<file path="src/rtl/pipe_hazard_ctrl_if.sv">
// Decode/memory-stage hazard control bundle between the LC-3b datapath (master)
// and the hazard/stall controller (slave).
interface pipe_hazard_ctrl_if #(
  parameter int REGS  = 8,
  parameter int CNT_W = 16
);
  localparam int RW = $clog2(REGS);

  logic          id_valid;
  logic [RW-1:0] id_sr1;
  logic [RW-1:0] id_sr2;
  logic          id_sr1_use;
  logic          id_sr2_use;
  logic [RW-1:0] id_dest;
  logic          id_dest_we;
  logic          id_is_load;
  logic          mem_req;
  logic          mem_indirect;
  logic          mem_resp;
  logic          br_taken;

  logic             stall_id;
  logic             stall_pipe;
  logic             flush;
  logic             indirect_sel;
  logic [REGS-1:0]  busy_mask;
  logic [CNT_W-1:0] stall_cnt;
  logic [CNT_W-1:0] memwait_cnt;

  modport master (
    output id_valid, id_sr1, id_sr2, id_sr1_use, id_sr2_use, id_dest,
           id_dest_we, id_is_load, mem_req, mem_indirect, mem_resp, br_taken,
    input  stall_id, stall_pipe, flush, indirect_sel, busy_mask, stall_cnt,
           memwait_cnt
  );

  modport slave (
    input  id_valid, id_sr1, id_sr2, id_sr1_use, id_sr2_use, id_dest,
           id_dest_we, id_is_load, mem_req, mem_indirect, mem_resp, br_taken,
    output stall_id, stall_pipe, flush, indirect_sel, busy_mask, stall_cnt,
           memwait_cnt
  );
endinterface

</file>
<file path="src/rtl/pipe_hazard_ctrl.sv">
// Pipeline hazard controller: in-flight destination scoreboard for RAW stalls,
// memory-stage access FSM (single and LDI/STI indirect), branch flush, stall counters.
module pipe_hazard_ctrl #(
  parameter int DEPTH  = 3,
  parameter int REGS   = 8,
  parameter int FWD_EN = 0,
  parameter int CNT_W  = 16
) (
  input logic               clk,
  input logic               rst,
  pipe_hazard_ctrl_if.slave hz
);
  localparam int RW = $clog2(REGS);
  localparam logic [CNT_W-1:0] CNT_ONE = CNT_W'(1);

  typedef enum logic {ACC1 = 1'b0, ACC2 = 1'b1} mem_state_e;

  mem_state_e state_q, state_d;

  logic [DEPTH-1:0] sb_v_q, sb_v_d;
  logic [DEPTH-1:0] sb_load_q, sb_load_d;
  logic [RW-1:0]    sb_dest_q [DEPTH];
  logic [RW-1:0]    sb_dest_d [DEPTH];

  logic [REGS-1:0]  busy_mask_q, busy_mask_d;
  logic [CNT_W-1:0] stall_cnt_q, stall_cnt_d;
  logic [CNT_W-1:0] memwait_cnt_q, memwait_cnt_d;

  logic [DEPTH-1:0] match;
  logic             raw;
  logic             stall_id;
  logic             stall_pipe;
  logic             flush;
  logic             indirect_sel;

  function automatic logic [CNT_W-1:0] sat_inc(input logic [CNT_W-1:0] v,
                                               input logic en);
    return (en && (v != '1)) ? v + CNT_ONE : v;
  endfunction

  always_ff @(posedge clk) begin
    if (rst) state_q <= ACC1;
    else     state_q <= state_d;
  end

  always_comb begin
    state_d = state_q;
    case (state_q)
      ACC1:    if (hz.mem_req && hz.mem_resp && hz.mem_indirect) state_d = ACC2;
      ACC2:    if (hz.mem_resp) state_d = ACC1;
      default: state_d = ACC1;
    endcase
  end

  // While rst is high the FSM is treated as already back in ACC1.
  always_comb begin
    stall_pipe   = 1'b0;
    indirect_sel = 1'b0;
    if (rst || state_q == ACC1) begin
      stall_pipe = hz.mem_req && (!hz.mem_resp || hz.mem_indirect);
    end else begin
      indirect_sel = 1'b1;
      stall_pipe   = !hz.mem_resp;
    end
  end

  always_comb begin
    match = '0;
    for (int i = 0; i < DEPTH; i++) begin
      match[i] = sb_v_q[i] &&
                 ((hz.id_sr1_use && (hz.id_sr1 == sb_dest_q[i])) ||
                  (hz.id_sr2_use && (hz.id_sr2 == sb_dest_q[i])));
    end
  end

  // With forwarding only a load still in EX cannot be bypassed in time.
  assign raw      = (FWD_EN != 0) ? (match[0] && sb_load_q[0]) : (|match);
  assign flush    = !rst && hz.br_taken && !stall_pipe;
  assign stall_id = !rst && hz.id_valid && raw && !flush && !stall_pipe;

  always_comb begin
    sb_v_d    = sb_v_q;
    sb_load_d = sb_load_q;
    sb_dest_d = sb_dest_q;
    if (!stall_pipe) begin
      for (int i = 2; i < DEPTH; i++) begin
        sb_v_d[i]    = sb_v_q[i-1];
        sb_load_d[i] = sb_load_q[i-1];
        sb_dest_d[i] = sb_dest_q[i-1];
      end
      sb_v_d[1]    = sb_v_q[0] && !flush;
      sb_load_d[1] = sb_load_q[0];
      sb_dest_d[1] = sb_dest_q[0];
      sb_v_d[0]    = hz.id_valid && hz.id_dest_we && !stall_id && !flush;
      sb_load_d[0] = hz.id_is_load;
      sb_dest_d[0] = hz.id_dest;
    end
  end

  always_comb begin
    busy_mask_d = '0;
    for (int i = 0; i < DEPTH; i++) begin
      if (sb_v_d[i]) busy_mask_d[sb_dest_d[i]] = 1'b1;
    end
    stall_cnt_d   = sat_inc(stall_cnt_q, stall_id);
    memwait_cnt_d = sat_inc(memwait_cnt_q, stall_pipe);
  end

  always_ff @(posedge clk) begin
    if (rst) begin
      sb_v_q        <= '0;
      busy_mask_q   <= '0;
      stall_cnt_q   <= '0;
      memwait_cnt_q <= '0;
    end else begin
      sb_v_q        <= sb_v_d;
      busy_mask_q   <= busy_mask_d;
      stall_cnt_q   <= stall_cnt_d;
      memwait_cnt_q <= memwait_cnt_d;
    end
  end

  // Entry payload only matters under its valid bit, so it carries no reset.
  always_ff @(posedge clk) begin
    sb_load_q <= sb_load_d;
    sb_dest_q <= sb_dest_d;
  end

  assign hz.stall_id     = stall_id;
  assign hz.stall_pipe   = stall_pipe;
  assign hz.flush        = flush;
  assign hz.indirect_sel = indirect_sel;
  assign hz.busy_mask    = busy_mask_q;
  assign hz.stall_cnt    = stall_cnt_q;
  assign hz.memwait_cnt  = memwait_cnt_q;
endmodule

</file>
<file path="src/flat_wrapper.sv">
// flat-port wrapper written by rule: the top's interface ports become plain ports
module pipe_hazard_ctrl_flat 
#(
  parameter int DEPTH  = 3,
  parameter int REGS   = 8,
  parameter int FWD_EN = 0,
  parameter int CNT_W  = 16
)
  (clk, rst, hz_id_valid, hz_id_sr1, hz_id_sr2, hz_id_sr1_use, hz_id_sr2_use, hz_id_dest, hz_id_dest_we, hz_id_is_load, hz_mem_req, hz_mem_indirect, hz_mem_resp, hz_br_taken, hz_stall_id, hz_stall_pipe, hz_flush, hz_indirect_sel, hz_busy_mask, hz_stall_cnt, hz_memwait_cnt);
  pipe_hazard_ctrl_if #(.REGS(REGS), .CNT_W(CNT_W)) hz_i ();
  input logic clk;
  input logic rst;
  input wire logic [$bits(hz_i.id_valid)-1:0] hz_id_valid;
  input wire logic [$bits(hz_i.id_sr1)-1:0] hz_id_sr1;
  input wire logic [$bits(hz_i.id_sr2)-1:0] hz_id_sr2;
  input wire logic [$bits(hz_i.id_sr1_use)-1:0] hz_id_sr1_use;
  input wire logic [$bits(hz_i.id_sr2_use)-1:0] hz_id_sr2_use;
  input wire logic [$bits(hz_i.id_dest)-1:0] hz_id_dest;
  input wire logic [$bits(hz_i.id_dest_we)-1:0] hz_id_dest_we;
  input wire logic [$bits(hz_i.id_is_load)-1:0] hz_id_is_load;
  input wire logic [$bits(hz_i.mem_req)-1:0] hz_mem_req;
  input wire logic [$bits(hz_i.mem_indirect)-1:0] hz_mem_indirect;
  input wire logic [$bits(hz_i.mem_resp)-1:0] hz_mem_resp;
  input wire logic [$bits(hz_i.br_taken)-1:0] hz_br_taken;
  output wire logic [$bits(hz_i.stall_id)-1:0] hz_stall_id;
  output wire logic [$bits(hz_i.stall_pipe)-1:0] hz_stall_pipe;
  output wire logic [$bits(hz_i.flush)-1:0] hz_flush;
  output wire logic [$bits(hz_i.indirect_sel)-1:0] hz_indirect_sel;
  output wire logic [$bits(hz_i.busy_mask)-1:0] hz_busy_mask;
  output wire logic [$bits(hz_i.stall_cnt)-1:0] hz_stall_cnt;
  output wire logic [$bits(hz_i.memwait_cnt)-1:0] hz_memwait_cnt;
  assign hz_i.id_valid = hz_id_valid;
  assign hz_i.id_sr1 = hz_id_sr1;
  assign hz_i.id_sr2 = hz_id_sr2;
  assign hz_i.id_sr1_use = hz_id_sr1_use;
  assign hz_i.id_sr2_use = hz_id_sr2_use;
  assign hz_i.id_dest = hz_id_dest;
  assign hz_i.id_dest_we = hz_id_dest_we;
  assign hz_i.id_is_load = hz_id_is_load;
  assign hz_i.mem_req = hz_mem_req;
  assign hz_i.mem_indirect = hz_mem_indirect;
  assign hz_i.mem_resp = hz_mem_resp;
  assign hz_i.br_taken = hz_br_taken;
  assign hz_stall_id = hz_i.stall_id;
  assign hz_stall_pipe = hz_i.stall_pipe;
  assign hz_flush = hz_i.flush;
  assign hz_indirect_sel = hz_i.indirect_sel;
  assign hz_busy_mask = hz_i.busy_mask;
  assign hz_stall_cnt = hz_i.stall_cnt;
  assign hz_memwait_cnt = hz_i.memwait_cnt;
  pipe_hazard_ctrl #(.DEPTH(DEPTH), .REGS(REGS), .FWD_EN(FWD_EN), .CNT_W(CNT_W)) u_core (.clk(clk), .rst(rst), .hz(hz_i));
endmodule
</file>
<file path="config.mk">
export PLATFORM = sky130hd
export DESIGN_NAME = pipe_hazard_ctrl_flat
export DESIGN_NICKNAME = d
export VERILOG_FILES = /design/src/rtl/pipe_hazard_ctrl_if.sv /design/src/rtl/pipe_hazard_ctrl.sv /design/src/flat_wrapper.sv
export SDC_FILE = /design/constraint.sdc
export NUM_CORES = 1
export LEC_CHECK = 0
export ABC_AREA = 1
export CORE_ASPECT_RATIO = 0.9
export CORE_UTILIZATION = 40
export DETAILED_ROUTE_END_ITERATION = 6
export SLEW_MARGIN = 5
export SYNTH_ARGS = -nofsm -noshare
export SYNTH_HDL_FRONTEND = slang
export SYNTH_SLANG_ARGS = --single-unit
</file>
<file path="constraint.sdc">
create_clock -name clk -period 2.41 [get_ports clk]
set_input_delay 0.241 -clock clk [delete_from_list [all_inputs] [get_ports clk]]
set_output_delay 0.241 -clock clk [all_outputs]
set_load 0.05 [all_outputs]
</file>
==> summary.md, run 1 <==
| Metric | Value |
|---|---|
| Status | `finished clean` |
| Fillers | `around 790` |
| Largest net degree at the start of global routing | `21` |
| Initial DRC Count | `between 100 and 150` |
| Combinational share of power | `between 10% and 20%` |
| First-pass GRT wire length | `around 13 mm` |
| Slowest CP cell | `clkdlybuf4s50_1` |
| Vias in the first global route | `between 2000 and 3000` |
| Core Util, Final | `a little over half` |
| Hold/Removal Path Class | `reg2reg` |
| DRT Wirelength | `just under 8 mm` |
| GRT met3 Usage | `~3.6%` |
| Global placement routability congestion | `approximately 0.83` |
| Final Critical Period | `about 2.0 ns` |
| Static Leak | `1.67 nW` |
| Setup WS post-layout | `approximately 0.37 ns` |
| Top cells by area, synth | `dfxtp_1, nand2_1, inv_1` |
| # diodes | `0` |
| Initial antenna violation count | `0` |
| Sequence of cells on the critical path | `clkdlybuf4s50_1, inv_2, nand2_2, nand2_2, a21oi_4, buf_12, nor2_1, buf_4` |
| Primary flip-flop cell chosen by synthesis mapping | `dfxtp_1` |
| GR Layer Usage met1 | `around 30%` |
| Final Hold Violating Endpoints | `0` |
| Worst VDD drop | `around 0.00034 V` |
| Met2 GRT Util | `a little under 30%` |
| Async S/R FF share, synth | `0%` |
| Routed len/inst | `about 12 um` |
| Final period utilization | `84.6%` |
| Max Cap Viol | `0` |
| CTS H-tree depth | `2` |
| Die area | `a little over 8000 um2` |
| Worst stage delay on the critical path | `just under 0.6 ns` |
| Initial Util | `between 40% and 50%` |
| WP buf/inv | `4` |
| Core Footprint | `between 7000 and 8000 um2` |
| Mapped Avg Cell Area | `6.37 um2` |
| Non-Filler Instances | `655` |
| Worst endpoint data arrival time | `1.80 ns` |
| Die width | `95.3 um` |
| # port buffers | `62` |
| Setup tns final | `0 ns` |
| PwrDens | `458 nW/um2` |
| Share of the synthesized area in the top cell type | `around a third` |
| # clock sinks | `between 50 and 60` |
| Final Skew | `between 0.015 and 0.02 ns` |
| Share of power burned in registers | `between 50% and 60%` |
| Area leader, netlist | `dfxtp_1` |
| CTS tree | `yes` |
| Syn Inst Count | `just under 500` |
| Antenna Nets Post-Route | `0` |
| Worst Setup Path Type | `in2out` |
| P&R area growth vs syn | `27.9%` |
| Switching Share | `31.1%` |
| Highest clock rate | `roughly 0.5 GHz` |
| Synth cell types | `35` |
| DR vias | `about 3100` |
| Layout cell share with drive strength beyond 1 | `between 8 and 9%` |
| Psw | `about 0.00057 W` |
| Inst Count DP | `approximately 650` |
| Postcts setup bufs | `0` |
| Die span in y | `86.0 um` |
| Mapped Area | `3130 um2` |
| Actual slew at the worst max-slew pin | `between 0.5 and 0.6 ns` |
| DRC | `0` |
| Total track usage | `around a fifth` |
| Post-detail-place hpwl | `about 6.0 mm` |
| Max-slew violations | `0` |
| Register bit total from synthesis | `between 50 and 60` |
| Critical Path RT | `approximately 2.2 ns` |
| Cts hold-fix bufs | `0` |
| Final setup violation count | `0` |
| Sequential element share of the synthesized area | `about a third` |
| Synthesis Warnings | `0` |
| Slew margin rel. | `a little over 60%` |
| Clock latency on the worst-skew pair | `a little over 0.3 ns` |
| Global route hottest layer | `met1` |
| CTS resizes | `0` |
| Clk pwr share | `between 30% and 40%` |
| CP endpoint kind | `primary output` |
| CP most frequent cell | `nand2_2` |
| RSZ-0062 raised after global routing | `no` |
| Crit path max-delay family | `buffers and inverters` |
| CP Launch Type | `input port` |
| Mapped Nets | `between 500 and 600` |
| Root buffer cell | `clkbuf_8` |
| Largest fanout on the critical path | `19` |
| Clock Tree Buf Depth | `2` |
| Via-per-instance ratio | `a little under 5` |
| DRT Pass-1 Iters | `4` |
| Number of synthesized flops with an enable pin | `0` |
| Row count | `30` |
| CTS Buf Count | `5` |
| Overflow after GRT | `0` |
| Int Power | `~0.0013 W` |
| Boundary pin count | `64` |
| Clk slew on worst S/H paths | `0.10 ns` |
| Final #Nets | `between 500 and 600` |
| Post-place setup slack | `0.0642 ns` |
[cells in the mapped netlist, types with 2 or more instances]
cell	n
nand2_1	153
inv_1	57
nor2_1	55
dfxtp_1	53
nand3_1	32
nand4_1	30
a21oi_1	27
o21ai_0	10
xor2_1	9
nor3_1	7
o21ai_1	7
o21ai_2	7
xnor2_1	6
clkbuf_1	4
inv_2	4
buf_2	3
nor2_2	3
nor4_1	3
buf_4	2
buf_6	2
ha_1	2
nand2_2	2
nor3_2	2
[power groups by stage]
stage / registers [W] / logic, W / clock network, W
after floorplan: 0.000969 / 0.000215 / 0
after CTS: 0.000939 / 0.000344 / 0.000568
after global routing: 0.000944 / 0.000387 / 0.000606
after global placement: 0.000958 / 0.000338 / 0
final: 0.000939 / 0.000344 / 0.000554
after detailed placement: 0.000959 / 0.000342 / 0
[layout by cell type, fill, tap and decap left out, types with 2 or more instances in the layout]
cell / instances
nand2_1: 153
clkdlybuf4s50_1: 58
inv_1: 57
nor2_1: 55
dfxtp_1: 53
nand3_1: 32
nand4_1: 30
a21oi_1: 27
o21ai_0: 10
xor2_1: 9
buf_4: 9
o21ai_1: 7
o21ai_2: 7
nor3_1: 7
xnor2_1: 6
clkbuf_8: 6
inv_2: 4
buf_12: 4
nor2_2: 3
nor4_1: 3
nand2_2: 2
nor3_2: 2
ha_1: 2
[metrics by stage]
stage                     cell area [um2]  hold slack, ns  power [W]
after CTS                            4010           0.508    0.00185
after global routing                 4010           0.533    0.00194
after floorplan                      3130           0.355    0.00118
after detailed placement             3910           0.485    0.00130
after global placement               3910           0.483    0.00130
final                                4010           0.499    0.00184
[per-layer routing]
layer / vias up / share of wire (%) / wire [um]
met5: - / 0 / 0
met4: 0 / 0.41 / 32
met3: 4 / 3.6 / 280
met2: 50 / 42 / 3290
met1: 1373 / 53 / 4140
li1: 1720 / - / -
[final cells by class]
type	count	area (um2)	share of cell area [%]
multi-input combinational	365	1770	44.1
sequential	53	1060	26.5
timing repair buffer	71	728	18.2
inverter	62	234	5.83
tap	96	120	3.00
clock buffer	6	82.6	2.06
clock inverter	2	16.3	0.406
[registers in the layout (all words and copies together) (netlist names)]
signal and flops:
u_core.hz.memwait_cnt 16, u_core.hz.stall_cnt 16, u_core.sb_dest_q 9, u_core.hz.busy_mask 8, u_core.sb_v_q 3, u_core.state_q 1
[cell families (layout without fill, tap and decap cells)]
group	Yosys count	after routing	share of synthesized area, %
xor gates and xnor gates	15	15	4.19
buffers and inverters	74	141	9.74
DFF	53	53	33.9
AOI/OAI and AO/OA	55	55	10.2
adders and majority gates	2	2	0.798
and+or+nand+nor	293	293	41.2
[worst paths after layout]
| check | start | endpoint | slack [ns] | cells past startpoint |
|---|---|---|---|---|
| worst max-delay path | rst | hz_flush | 0.37 | 8 |
| worst min-delay path | u_core.hz.stall_cnt[12]$_SDFFE_PP0P_ | u_core.hz.stall_cnt[12]$_SDFFE_PP0P_ | 0.50 | 2 |
| worst max register to register | u_core.state_q$_SDFF_PP0_ | u_core.hz.busy_mask[0]$_SDFF_PP0_ | 0.49 | 9 |
| worst min register to register | u_core.hz.stall_cnt[12]$_SDFFE_PP0P_ | u_core.hz.stall_cnt[12]$_SDFFE_PP0P_ | 0.50 | 2 |
[tightest hold or removal path, cell delays in order, from the launching register on]
cell and delay (ns):
dfxtp_1 0.34, nand2_1 0.07, a21oi_1 0.05
Power figures use the tool's default switching activity.
==> run 2: changes to the inputs <==
==> constraint.sdc (replaced) <==
create_clock -name clk -period 2 [get_ports clk]
set_input_delay 0.2 -clock clk [delete_from_list [all_inputs] [get_ports clk]]
set_output_delay 0.2 -clock clk [all_outputs]
set_load 0.05 [all_outputs]
==> run 2 against run 1 <==
Compared with the run above: combinational power increased by 33%; routed wire length increased by 5.1%; setup slack worse by 0.27 ns; sequential share of layout area is 0.90 points lower; first-iteration DRC count increased by 50%; power is 27% higher; critical endpoint is now hz_stall_id; via count grew 4.8%; clock-buffer cell count shrank 1; final area increased by 4.6%.
==> summary.md, run 2 (synthesis results as in run 1) <==
| Metric | Value |
|---|---|
| CP endpoint kind | `primary output (unchanged)` |
| Final Skew | `0.0143 ns (was 0.0167 ns)` |
| Clk slew on worst S/H paths | `0.09 ns (was 0.10 ns)` |
| Final Critical Period | `about 1.9 ns` |
| Sequence of cells on the critical path | `clkdlybuf4s50_1, inv_1, nand2_1, nand2_1, nor2_1, nand2_1, nand2_1, nand2_1, nand3_1, nand2_1, inv_2, buf_12 (was clkdlybuf4s50_1, inv_2, nand2_2, nand2_2, a21oi_4, buf_12, nor2_1, buf_4)` |
| WP buf/inv | `4 (unchanged)` |
| Initial antenna violation count | `0 (unchanged)` |
| Worst stage delay on the critical path | `0.53 ns (was 0.58 ns)` |
| Via-per-instance ratio | `4.89 (was 4.80)` |
| Antenna Nets Post-Route | `0 (unchanged)` |
| Cts hold-fix bufs | `0 (unchanged)` |
| Worst endpoint data arrival time | `1.70 ns (was 1.80 ns)` |
| Max-slew violations | `0 (unchanged)` |
| Worst Setup Path Type | `in2out (unchanged)` |
| Largest net degree at the start of global routing | `29 (was 21)` |
| Status | `finished clean (unchanged)` |
| Hold/Removal Path Class | `reg2reg (unchanged)` |
| Vias in the first global route | `2955 (was 2867)` |
| CTS tree | `yes (unchanged)` |
| Slew margin rel. | `66.2% (was 62.1%)` |
| CP Launch Type | `input port (unchanged)` |
| # clock sinks | `53 (unchanged)` |
| Max Cap Viol | `0 (unchanged)` |
| Hold WS | `0.503 ns (was 0.499 ns)` |
| P&R area growth vs syn | `33.9% (was 27.9%)` |
| Global placement routability congestion | `0.861 (was 0.833)` |
| Core Footprint | `7580 um2 (unchanged)` |
| DRC | `0 (unchanged)` |
| PwrDens | `554 nW/um2 (was 458 nW/um2)` |
| Most frequent cells in the layout | `nand2_1, clkdlybuf4s50_1, inv_1, nor2_1, dfxtp_1 (unchanged)` |
| Root buffer cell | `clkbuf_8 (unchanged)` |
| Actual slew at the worst max-slew pin | `0.506 ns (was 0.565 ns)` |
| Static Leak | `1.79 nW (was 1.67 nW)` |
| Commonest non-fill, non-tap cell in the layout | `nand2_1 (unchanged)` |
| Die width | `95.3 um (unchanged)` |
| CTS H-tree depth | `2 (unchanged)` |
| Initial DRC Count | `154 (was 103)` |
| Critical Path RT | `1.80 ns (was 2.17 ns)` |
| DR vias | `3298 (was 3147)` |
| Final Hold Violating Endpoints | `0 (unchanged)` |
| Hold Crit Start | `u_core.hz.memwait_cnt[13]$_SDFFE_PP0P_ (was u_core.hz.stall_cnt[12]$_SDFFE_PP0P_)` |
| Final period utilization | `a little over nine tenths` |
| Die span in y | `86.0 um (unchanged)` |
| Highest clock rate | `0.526 GHz` |
| Final #Nets | `600 (was 580)` |
| Clock Tree Buf Depth | `2 (unchanged)` |
| Boundary pin count | `64 (unchanged)` |
| # port buffers | `62 (unchanged)` |
| Crit path max-delay family | `buffers and inverters (unchanged)` |
| Initial Util | `41.3% (unchanged)` |
| Setup tns final | `0 ns (unchanged)` |
| RSZ-0062 raised after global routing | `no (unchanged)` |
| DRT Wirelength | `8.14 mm (was 7.75 mm)` |
| DRT Pass-1 Iters | `5 (was 4)` |
| Layout cell share with drive strength beyond 1 | `12.8% (was 8.05%)` |
| Post-detail-place hpwl | `6.26 mm (was 5.97 mm)` |
| Crit. Startpoint | `hz_id_sr2[2] (was rst)` |
| Clock latency on the worst-skew pair | `0.31 ns (about the same)` |
| R2R Path Start | `u_core.sb_dest_q[7]$_DFF_P_ (was u_core.state_q$_SDFF_PP0_)` |
| Worst VDD drop | `0.000280 V (was 0.000336 V)` |
| Routed len/inst | `12.1 um (was 11.8 um)` |
| CTS Buf Count | `5 (unchanged)` |
| Largest fanout on the critical path | `4 (was 19)` |
| # diodes | `0 (unchanged)` |
| First-pass GRT wire length | `13.4 mm (was 13.2 mm)` |
| Total track usage | `20.4% (was 20.0%)` |
| Overflow after GRT | `0 (unchanged)` |
| Slowest CP cell | `clkdlybuf4s50_1 (unchanged)` |
| Row count | `30 (unchanged)` |
| Final setup violation count | `0 (unchanged)` |
| Die area | `8190 um2 (unchanged)` |
| CP most frequent cell | `nand2_1 (was nand2_2)` |
## run 2: changes by cell type in the layout (fill, tap and decap cells not counted), sizes merged
cell	change
clkinvlp	-1
buf	+20
clkbuf	-1
clkdlybuf4s50	-1
bufinv	+1
dlymetal6s2s	+1
## run 2: final timing paths
path	endpoint	slack [ns]	cells past startpoint
setup reg to reg	u_core.hz.busy_mask[5]$_SDFF_PP0_	0.28	13
setup / recovery	hz_stall_id	0.10	12
hold / removal	u_core.hz.memwait_cnt[13]$_SDFFE_PP0P_	0.50	2
hold reg to reg	u_core.hz.memwait_cnt[13]$_SDFFE_PP0P_	0.50	2
## run 2: layout make-up
| cell class | count | area (um2) |
|---|---|---|
| clock buffers | 5 | 68.8 |
| multi-input cells | 365 | 1780 |
| clock inverters | 2 | 38.8 |
| flip-flops and latches | 53 | 1070 |
| well taps | 96 | 120 |
| repair buffers | 91 | 885 |
| fillers | 776 | 3390 |
| inverters | 62 | 234 |
## run 2: tightest hold or removal path, delay by kind of cell, from the launching register on
kind	cells	cell delay (ns)
AO/OA/AOI/OAI	1	0.05
buffers and inverters	1	0.07
flip-flops	1	0.34
## run 2: through the flow
stage                     std cells  util, %  instance area, um2  setup WS [ns]  total power, W
final                           674     55.3                4200          0.101         0.00233
after global routing            674     55.3                4200         0.0114         0.00244
after CTS                       674     55.0                4170         0.0144         0.00234
after detailed placement        667     53.6                4070        -0.0919         0.00161
after global placement          667     53.6                4070        -0.0688         0.00160
after floorplan                 492        -                3140         0.0131         0.00143
## run 2: where the power goes
part | switching, W | total [W] | internal, W | leakage [nW]
clock network | 0.000363 | 0.000735 | 0.000371 | 0.0546
registers | 0.0000409 | 0.00113 | 0.00109 | 0.432
logic | 0.000279 | 0.000458 | 0.000179 | 1.30
total | 0.000683 | 0.00233 | 0.00164 | 1.79
## run 2: metal layers
| layer | global-route usage, % | vias up | routed length (um) |
|---|---|---|---|
| met5 | 0 | - | 0 |
| met3 | 3.19 | 5 | 321 |
| met4 | 4.96 | 0 | 55 |
| met1 | 28.8 | 1464 | 4200 |
| met2 | 32.4 | 73 | 3570 |
| li1 | - | 1756 | - |
## run 2: repair_timing
| action | CTS | global route |
|---|---|---|
| endpoints found under the setup margin | 0 | 12 |
| buffers inserted | 0 | 0 |
| resized for setup | 0 | 10 |
==> run 3: changes to the inputs <==
--- a/config.mk
+++ b/config.mk
@@ -5,10 +5,11 @@
 export SDC_FILE = /design/constraint.sdc
 export NUM_CORES = 1
 export LEC_CHECK = 0
-export ABC_AREA = 1
 export CORE_ASPECT_RATIO = 0.9
 export CORE_UTILIZATION = 40
 export DETAILED_ROUTE_END_ITERATION = 6
+export PLACE_DENSITY = 0.68
+export SKIP_CTS_REPAIR_TIMING = 1
 export SLEW_MARGIN = 5
 export SYNTH_ARGS = -nofsm -noshare
 export SYNTH_HDL_FRONTEND = slang
==> constraint.sdc (replaced) <==
create_clock -name clk -period 1.7 [get_ports clk]
set_input_delay 0.17 -clock clk [delete_from_list [all_inputs] [get_ports clk]]
set_output_delay 0.17 -clock clk [all_outputs]
set_load 0.05 [all_outputs]
==> run 3 against run 2 <==
Compared with the run above: the run now ends with setup timing left; register-to-register slack got worse by 0.65 ns; worst hold slack worse by 0.054 ns; routed wire length rose by 19%; clock power rose by 9.0%; sequential cell count did not move; final area rose by 20%; clock-buffer cell count is 2 higher; clock skew fell by 0.0041 ns; via count down 3.8%; core utilization is 16 points higher; sequential power up 19%.
==> summary.md, run 3 <==
| Metric | Value |
|---|---|
| Hold WS | `0.450 ns (was 0.503 ns)` |
| Count leader, synth | `dfxtp_1 (was nand2_1)` |
| Post-detail-place hpwl | `6.12 mm (was 6.26 mm)` |
| # diodes | `0 (unchanged)` |
| Setup WS post-layout | `-0.371 ns (was 0.101 ns)` |
| Die width | `91.9 um (was 95.3 um)` |
| Static Leak | `2.15 nW (was 1.79 nW)` |
| DRT Pass-1 Iters | `4 (was 5)` |
| Area of the multi-input gates | `2130 um2 (was 1780 um2)` |
| Final period utilization | `122%` |
| Final setup violation count | `30 (was 0)` |
| Primary flip-flop cell chosen by synthesis mapping | `dfxtp_1 (unchanged)` |
| Final Hold Violating Endpoints | `0 (unchanged)` |
| Hold/Removal Path Class | `in2reg (was reg2reg)` |
| Worst VDD drop | `0.000327 V (was 0.000280 V)` |
| Mapped Nets | `341 (was 514)` |
| Clk slew on worst S/H paths | `0.10 ns (was 0.09 ns)` |
| First-pass GRT wire length | `13.4 mm (about the same)` |
| Synth cell types | `55 (was 35)` |
| Most frequent cells in the layout | `buf_4, clkdlybuf4s50_1, dfxtp_1, nand4_1, nor2_1 (was nand2_1, clkdlybuf4s50_1, inv_1, nor2_1, dfxtp_1)` |
| Number of synthesized flops with an enable pin | `0 (unchanged)` |
| Slew margin rel. | `63.8% (was 66.2%)` |
| Share of the synthesized area in the top cell type | `36.4% (was 33.9%)` |
| CP Launch Type | `flop (was input port)` |
| Clock latency on the worst-skew pair | `0.31 ns (about the same)` |
| DR vias | `3174 (was 3298)` |
| Global placement routability congestion | `0.800 (was 0.861)` |
| Row count | `29 (was 30)` |
| CTS H-tree depth | `2 (unchanged)` |
| Critical Path RT | `1.89 ns (was 1.80 ns)` |
| Synth top cells by count | `dfxtp_1, nor2_1, nand4_1, xnor2_1, nand2_1 (was nand2_1, inv_1, nor2_1, dfxtp_1, nand3_1)` |
| Initial antenna violation count | `0 (unchanged)` |
| Area leader, netlist | `dfxtp_1 (unchanged)` |
| Die span in y | `82.9 um (was 86.0 um)` |
| Antenna Nets Post-Route | `0 (unchanged)` |
| Highest clock rate | `roughly 0.48 GHz` |
| Via-per-instance ratio | `5.55 (was 4.89)` |
| Die area | `7620 um2 (was 8190 um2)` |
| Commonest non-fill, non-tap cell in the layout | `buf_4 (was nand2_1)` |
| # port buffers | `62 (unchanged)` |
| Total track usage | `21.3% (was 20.4%)` |
| Max Cap Viol | `0 (unchanged)` |
| P&R area growth vs syn | `73.3% (was 33.9%)` |
| DRC | `0 (unchanged)` |
| Initial Util | `41.4% (was 41.3%)` |
| Largest fanout on the critical path | `6 (was 4)` |
| Syn Inst Count | `319 (was 492)` |
| Reg area | `1130 um2 (was 1070 um2)` |
| Root buffer cell | `clkbuf_8 (unchanged)` |
| Async S/R FF share, synth | `0% (unchanged)` |
| CTS Buf Count | `5 (unchanged)` |
| Final #Nets | `500 (was 600)` |
| Initial DRC Count | `218 (was 154)` |
| Max-slew violations | `0 (unchanged)` |
| Mapped Avg Cell Area | `9.13 um2 (was 6.37 um2)` |
| Vias in the first global route | `2774 (was 2955)` |
| Boundary pin count | `64 (unchanged)` |
| Setup tns final | `-5.70 ns (was 0 ns)` |
| Synthesis Warnings | `0 (unchanged)` |
| Worst endpoint data arrival time | `2.26 ns (was 1.70 ns)` |
| Final Skew | `0.0101 ns (was 0.0143 ns)` |
| Routed len/inst | `16.9 um (was 12.1 um)` |
| CP endpoint kind | `flop (was primary output)` |
| Non-Filler Instances | `572 (was 674)` |
| Final Critical Period | `2.07 ns` |
| Status | `finished, violations left (was finished clean)` |
| CTS tree | `yes (unchanged)` |
| Overflow after GRT | `0 (unchanged)` |
| Worst Setup Path Type | `reg2reg (was in2out)` |
| Top cells by area, synth | `dfxtp_1, xnor2_1, nand4_1 (was dfxtp_1, nand2_1, inv_1)` |
| Mapped Area | `2910 um2 (was 3130 um2)` |
| Core Footprint | `7040 um2 (was 7580 um2)` |
| # clock sinks | `53 (unchanged)` |
| Pwr Total | `0.00297 W (was 0.00233 W)` |
| Largest net degree at the start of global routing | `25 (was 29)` |
| Actual slew at the worst max-slew pin | `0.542 ns (was 0.506 ns)` |
| Fillers | `515 (was 776)` |
| DRT Wirelength | `9.65 mm (was 8.14 mm)` |
| Clock Tree Buf Depth | `2 (unchanged)` |
| PwrDens | `589 nW/um2 (was 554 nW/um2)` |
| Failing checks | `setup timing` |
| Inst Count DP | `538 (was 667)` |
| Post-place setup slack | `-0.589 ns (was -0.0919 ns)` |
| Register bit total from synthesis | `53 (unchanged)` |
| Sequential element share of the synthesized area | `36.4% (was 33.9%)` |
| RSZ-0062 raised after global routing | `yes (was no)` |
| Layout cell share with drive strength beyond 1 | `49.9% (was 12.8%)` |
[run 3: metrics by stage]
step	utilization, %	instance area [um2]
6_report	71.7	5050
5_1_grt	71.7	5050
4_1_cts	62.4	4390
3_5_place_dp	61.0	4290
3_3_place_gp	61.0	4290
2_1_floorplan	-	3090
[run 3: worst paths after layout]
path	slack [ns]	depth (start not counted)	startpoint	end
min reg2reg	0.51	2	u_core.hz.stall_cnt[3]$_SDFFE_PP0P_	u_core.hz.stall_cnt[3]$_SDFFE_PP0P_
max	-0.37	10	u_core.sb_dest_q[2]$_DFF_P_	u_core.hz.stall_cnt[6]$_SDFFE_PP0P_
max reg2reg	-0.37	10	u_core.sb_dest_q[2]$_DFF_P_	u_core.hz.stall_cnt[6]$_SDFFE_PP0P_
min	0.45	3	rst	u_core.hz.memwait_cnt[3]$_SDFFE_PP0P_
[run 3: power breakdown]
part           switching [W]  leakage, nW  internal, W
Sequential         0.0000651        0.446      0.00129
Clock               0.000432       0.0542     0.000370
Combinational       0.000385         1.65     0.000431
Total               0.000881         2.15      0.00209
[run 3: critical path, cell delays in order, from the launching register on]
cell and delay [ns]:
dfxtp_4 0.38, xnor2_2 0.17, nand4_1 0.14, a21boi_1 0.21, buf_4 0.15, a221oi_4 0.05
buf_6 0.15, clkbuf_16 0.15, buf_4 0.14, o31ai_1 0.32, a21oi_2 0.10
[run 3: kinds of logic (layout without fill, tap and decap cells)]
logic type      after synthesis  count (layout)  share of synthesized area (%)
simple gates                131             132                           26.2
flops                        53              53                           36.4
buf+inv                      28             186                           4.77
mux                          21              21                           7.65
fa+ha+maj                     2               2                          0.859
compound gates               51              52                           14.2
xor+xnor                     33              33                           9.93
[run 3: final cells by class]
| class | instances | share of cell area, % |
|---|---|---|
| Clock buffer | 7 | 1.91 |
| Tap cell | 93 | 2.31 |
| Inverter | 9 | 0.669 |
| Sequential cell | 53 | 22.3 |
| Multi-Input combinational cell | 240 | 42.3 |
| Timing Repair Buffer | 169 | 30.4 |
| Clock inverter | 1 | 0.0992 |
[run 3: per-layer routing]
metal / GRT usage, % / part of all wire, % / wire length [um] / up-vias
li1: - / - / - / 1517
met1: 30.0 / 45 / 4370 / 1538
met2: 33.9 / 48 / 4660 / 102
met3: 4.67 / 4.8 / 467 / 17
met4: 3.27 / 1.6 / 155 / 0
met5: 0 / 0 / 0 / -
